$ cat config.mk
export PLATFORM = sky130hd
export DESIGN_NAME = reg_bank_seq
export DESIGN_NICKNAME = d
export VERILOG_FILES = /design/src/rtl/reg_bank_seq_pkg.sv /design/src/rtl/reg_bank_seq_alu.sv /design/src/rtl/reg_bank_seq.sv
export SDC_FILE = /design/constraint.sdc
export NUM_CORES = 1
export LEC_CHECK = 0
export ABC_AREA = 1
export CAP_MARGIN = 10
export CORE_MARGIN = 2
export CORE_UTILIZATION = 60
export DETAILED_ROUTE_END_ITERATION = 16
export GPL_ROUTABILITY_DRIVEN = 1
export GPL_TIMING_DRIVEN = 0
export PLACE_DENSITY = 0.95
export SYNTH_ARGS = -nofsm -noshare
export SYNTH_HDL_FRONTEND = slang
export SYNTH_SLANG_ARGS = --single-unit
$ cat constraint.sdc
create_clock -name clk -period 6.9 [get_ports clk]
set_clock_uncertainty 0.1 [all_clocks]
set_input_delay 1.38 -clock clk [delete_from_list [all_inputs] [get_ports clk]]
set_output_delay 1.38 -clock clk [all_outputs]
set_load 0.02 [all_outputs]
$ cat src/rtl/reg_bank_seq_pkg.sv
// reg_bank_seq_pkg: op codes, FSM states and op-class helpers shared by the register bank
package reg_bank_seq_pkg;
   localparam logic [3:0] OP_NOP = 4'd0, OP_CLR = 4'd1, OP_LD  = 4'd2, OP_INC = 4'd3, OP_DEC = 4'd4;
   localparam logic [3:0] OP_SHR = 4'd5, OP_SHL = 4'd6, OP_ROR = 4'd7, OP_ROL = 4'd8, OP_ASR = 4'd9;
   typedef enum logic {ST_IDLE, ST_SHIFT} state_t;
   function automatic logic is_shift_op(input logic [3:0] op);
      return op >= OP_SHR && op <= OP_ASR;
   endfunction
   function automatic logic is_write_op(input logic [3:0] op);
      return op != OP_NOP && op <= OP_DEC;
   endfunction
endpackage

$ cat src/rtl/reg_bank_seq_alu.sv
// reg_bank_seq_alu: combinational next-value/carry unit for single-cycle ops and 1-bit shift steps
// ports: i_op op code, i_val current value, i_din load data, i_ir/i_il serial fill bits,
//        o_val next value, o_c carry/borrow/bit shifted out
module reg_bank_seq_alu
   import reg_bank_seq_pkg::*;
#(
   parameter int DATA_WIDTH = 16,
   parameter int SATURATE   = 0
) (
   input  logic [3:0]            i_op,
   input  logic [DATA_WIDTH-1:0] i_val,
   input  logic [DATA_WIDTH-1:0] i_din,
   input  logic                  i_ir,
   input  logic                  i_il,
   output logic [DATA_WIDTH-1:0] o_val,
   output logic                  o_c
);
   localparam int W = DATA_WIDTH;
   logic w_max, w_min;
   assign w_max = &i_val;
   assign w_min = ~|i_val;
   always_comb begin
      o_val = i_val;
      o_c   = 1'b0;
      case (i_op)
         OP_CLR: o_val = '0;
         OP_LD:  o_val = i_din;
         OP_INC: begin o_val = (SATURATE != 0 && w_max) ? i_val : i_val + 1'b1; o_c = w_max; end
         OP_DEC: begin o_val = (SATURATE != 0 && w_min) ? i_val : i_val - 1'b1; o_c = w_min; end
         OP_SHR: begin o_val = {i_ir, i_val[W-1:1]};         o_c = i_val[0];   end
         OP_SHL: begin o_val = {i_val[W-2:0], i_il};         o_c = i_val[W-1]; end
         OP_ROR: begin o_val = {i_val[0], i_val[W-1:1]};     o_c = i_val[0];   end
         OP_ROL: begin o_val = {i_val[W-2:0], i_val[W-1]};   o_c = i_val[W-1]; end
         OP_ASR: begin o_val = {i_val[W-1], i_val[W-1:1]};   o_c = i_val[0];   end
         default: ;
      endcase
   end
endmodule

$ cat src/rtl/reg_bank_seq.sv
// reg_bank_seq: register bank with addressed op port, multi-cycle shifts, two read ports, z/c flags
// ports: clk/rst sync active-high; op_valid/op_ready handshake; op/addr/din/amt/ir/il op fields;
//        rd_addr_a/b -> rd_data_a/b combinational reads; done completion pulse; flag_z/flag_c status
module reg_bank_seq
   import reg_bank_seq_pkg::*;
#(
   parameter int DATA_WIDTH = 16,
   parameter int NUM_REGS   = 4,
   parameter int SATURATE   = 0,
   localparam int ADDR_W    = $clog2(NUM_REGS),
   localparam int AMT_W     = $clog2(DATA_WIDTH)
) (
   input  logic                  clk,
   input  logic                  rst,
   input  logic                  op_valid,
   output logic                  op_ready,
   input  logic [3:0]            op,
   input  logic [ADDR_W-1:0]     addr,
   input  logic [DATA_WIDTH-1:0] din,
   input  logic [AMT_W-1:0]      amt,
   input  logic                  ir,
   input  logic                  il,
   input  logic [ADDR_W-1:0]     rd_addr_a,
   input  logic [ADDR_W-1:0]     rd_addr_b,
   output logic [DATA_WIDTH-1:0] rd_data_a,
   output logic [DATA_WIDTH-1:0] rd_data_b,
   output logic                  done,
   output logic                  flag_z,
   output logic                  flag_c
);
   state_t                r_state;
   logic [DATA_WIDTH-1:0] r_regs [NUM_REGS];
   logic [AMT_W-1:0]      r_cnt;
   logic [3:0]            r_op;
   logic [ADDR_W-1:0]     r_addr;
   logic                  r_ir, r_il, r_done, r_z, r_c;
   logic                  w_shift, w_in_range, w_c, w_last;
   logic [3:0]            w_op;
   logic [ADDR_W-1:0]     w_addr;
   logic [DATA_WIDTH-1:0] w_cur, w_nxt;
   // during SHIFT the ALU works on the latched op/register, otherwise on the live request
   assign w_shift    = r_state == ST_SHIFT;
   assign w_op       = w_shift ? r_op : op;
   assign w_addr     = w_shift ? r_addr : addr;
   assign w_in_range = int'(w_addr) < NUM_REGS;
   assign w_cur      = w_in_range ? r_regs[w_addr] : '0;
   assign w_last     = r_cnt == AMT_W'(1);
   reg_bank_seq_alu #(.DATA_WIDTH(DATA_WIDTH), .SATURATE(SATURATE)) u_alu (
      .i_op  (w_op),
      .i_val (w_cur),
      .i_din (din),
      .i_ir  (w_shift ? r_ir : ir),
      .i_il  (w_shift ? r_il : il),
      .o_val (w_nxt),
      .o_c   (w_c)
   );
   assign op_ready  = !w_shift && !rst;
   assign rd_data_a = int'(rd_addr_a) < NUM_REGS ? r_regs[rd_addr_a] : '0;
   assign rd_data_b = int'(rd_addr_b) < NUM_REGS ? r_regs[rd_addr_b] : '0;
   assign done      = r_done;
   assign flag_z    = r_z;
   assign flag_c    = r_c;
   always_ff @(posedge clk) begin
      if (rst) begin
         for (int i = 0; i < NUM_REGS; i++) r_regs[i] <= '0;
         r_state <= ST_IDLE;
         r_cnt   <= '0;
         r_op    <= OP_NOP;
         r_addr  <= '0;
         r_ir    <= 1'b0;
         r_il    <= 1'b0;
         r_done  <= 1'b0;
         r_z     <= 1'b0;
         r_c     <= 1'b0;
      end else if (w_shift) begin
         r_regs[r_addr] <= w_nxt;
         r_cnt          <= r_cnt - 1'b1;
         r_done         <= w_last;
         if (w_last) begin
            r_state <= ST_IDLE;
            r_z     <= w_nxt == '0;
            r_c     <= w_c;
         end
      end else begin
         // a zero-length or out-of-range shift completes immediately like a NOP
         r_done <= op_valid && !(is_shift_op(op) && amt != '0 && w_in_range);
         if (op_valid && w_in_range) begin
            if (is_shift_op(op) && amt != '0) begin
               r_state <= ST_SHIFT;
               r_cnt   <= amt;
               r_op    <= op;
               r_addr  <= addr;
               r_ir    <= ir;
               r_il    <= il;
            end else if (is_write_op(op)) begin
               r_regs[addr] <= w_nxt;
               r_z          <= w_nxt == '0;
               r_c          <= w_c;
            end
         end
      end
   end
endmodule

==> results.cfg <==
[sta]
hold_viol_final = 0
tightest_slew_ns = 0.925
max_freq_mhz = 185
rsz0062_at_grt = no
slew_viol_final = 0
fin_crit_sh_pct = 78.3
fin_crit_ns = 5.40
slew_headroom_pct = 38.2
fin_ws_ns = 1.50
setup_viol_count_final = 0
tns_ns = 0

[cts]
cts.path.max_buffers = 2
cts_tree = done
post_cts_resized = 0
post_cts_buffers = 0
cts_made_buffers = 9
clock_sinks = 80
cts-root-buf = clkbuf_16
h-tree-depth = 3
cts_hold_buf = 0
clock_latency_ns = 0.35
clkSlewWorstSetupHoldPaths_ns = 0.06

[cells_and_area]
nFillCells = 866
fin_cells = 1239
area_delta_synth_final_pct = 17.3
drive_gt1_share_pct = 10.9
finalNetCount = 1139
final_util_pct = 73.0
antennaDiodeCount = 0
fin_area_sq_mm = 0.00801

[setup_path]
cp-end-kind = flip-flop
startpoint_type = input pin
arrival_ns = 5.19
crit_type = in -> reg
rr_worst_depth = 11
cp_max_fo = 16
critPathRequiredTime_ns = 6.68

[yosys]
syn_nets = 1059
synth_top_area_cell = edfxtp_1
async_reset_ff_share_pct = 0
synth_most_common_cell = nand2_1
yosysSeqAreaShare_pct = 32.8
syn_avg_cell_area_sq_um = 6.74
synth_cell_type_count = 50
ys_seq_elements = 80
synthFlopType = edfxtp_1
synthTopCellsByArea = edfxtp_1, nand2_1, nor2_1
synth_warnings = 0
synth-edff-count = 64
syn_inst = 1014
synth_commonest_cells = nand2_1, nor2_1, inv_1
yosysTopAreaCellShare_pct = 28.1
synth_area_sq_mm = 0.00683

[placement]
place.gp.congestion = 0.990
io_buffers = 68
dp_hpwl_um = 16300
place_area_sq_mm = 0.00772
place_ws_ns = 1.37
dp.cells = 1223

[die]
die_x_um = 111
ios = 71
initial_utilization_pct = 62.2
die_h_um = 111
core_area_sq_mm = 0.0110
num_rows = 38
dieArea_sq_mm = 0.0123

[routing]
ant_nets = 0
vias = 7762
vias_per_cell = 6.26
drtIter0Drc = 1567
remaining_drc_errors = 0
wl_per_cell_um = 18.2
first_pass_iters = 6
wl_um = 22600

[grt]
met3_usage_pct = 6.94
antenna_found_initial = 0
busiest_layer = met2
gr-total-overflow = 0
grt_max_degree = 17
met1_usage_pct = 48.3
track_usage_pct = 36.5
use_met2_pct = 56.6
grt_pass1_wl_um = 35900
first_global_vias = 7162

[pwr]
p_leak_nw = 3.39
ir_drop_v = 0.000199
power_density_mw_per_mm2 = 211

[hold_path]
hp-class = reg -> reg
hold_depth = 2

[outcome]
status = finished, final reports clean

[run]
cap_violations = 0
layout make-up:
type	instances	area, sq um	area share [%]
multi-input combinational	779	3900	48.6
timing repair buffer	69	696	8.68
clock buffer	9	225	2.81
sequential	80	2240	28.0
clock inverter	7	71.3	0.890
buffer	47	295	3.69
inverter	108	410	5.12
tap	140	175	2.19
worst max-delay path: stages:
cell	delay (ns)
clkdlybuf4s50_1	0.44
inv_1	0.14
nand2_1	0.10
nand3_1	0.07
a22oi_1	0.10
nor2_1	0.14
nand3b_1	0.21
nor2_1	0.18
inv_1	0.08
o32ai_1	0.33
or2_2	0.22
clkbuf_1	0.45
clkbuf_1	0.61
nand2_1	0.73
cell families after synthesis:
group	share of synthesized area [%]
xor gates and xnor gates	0.385
and+or+nand+nor	37.5
adders and majority gates	1.83
AOI/OAI and AO/OA	17.1
DFF	32.8
buffers and inverters	10.3
per-stage QoR:
step,total power (W),hold slack [ns]
5_1_grt,0.00175,0.394
3_3_place_gp,0.00116,0.342
3_5_place_dp,0.00118,0.344
2_1_floorplan,0.000991,0.329
6_report,0.00169,0.352
4_1_cts,0.00166,0.354
flip-flops by register name, summed over array words and instances (netlist names):
name,count
r_il,1
r_state,1
r_regs,64
flag_c,1
r_cnt,4
r_op,4
done,1
r_addr,2
r_ir,1
flag_z,1
layer usage:
layer | vias up | part of all wire, %
met5 | - | 0
met3 | 147 | 13
met2 | 663 | 44
li1 | 3550 | -
met4 | 0 | 6.4
met1 | 3402 | 36
placed cells by master (no fill, tap or decap), types with 9 or more instances in the layout:
master and n:
a21oi_1 68, clkbuf_1 30, clkbuf_16 9, clkdlybuf4s50_1 68
dfxtp_1 16, edfxtp_1 64, ha_1 10, inv_1 95
inv_2 10, nand2_1 238, nand2_2 32, nand2_4 11
nand3_1 89, nand3_2 9, nor2_1 151, o21ai_0 75
o22ai_1 21
worst paths after layout:
| kind | slack [ns] | startpoint | end |
|---|---|---|---|
| worst max-delay path | 1.50 | op[1] | r_regs[2][14] |
| worst min-delay path | 0.35 | r_il | r_il |
| worst max register to register | 2.79 | r_state | r_regs[2][14] |
| worst min register to register | 0.35 | r_il | r_il |
where the power goes:
part / total, W / switching (W) / internal [W] / leakage (nW)
Sequential: 0.000583 / 0.0000253 / 0.000558 / 0.794
Combinational: 0.000613 / 0.000405 / 0.000208 / 2.45
Clock: 0.000492 / 0.000211 / 0.000281 / 0.143
Total: 0.00169 / 0.000641 / 0.00105 / 3.39
No activity file was read; power rests on OpenSTA's default activity.
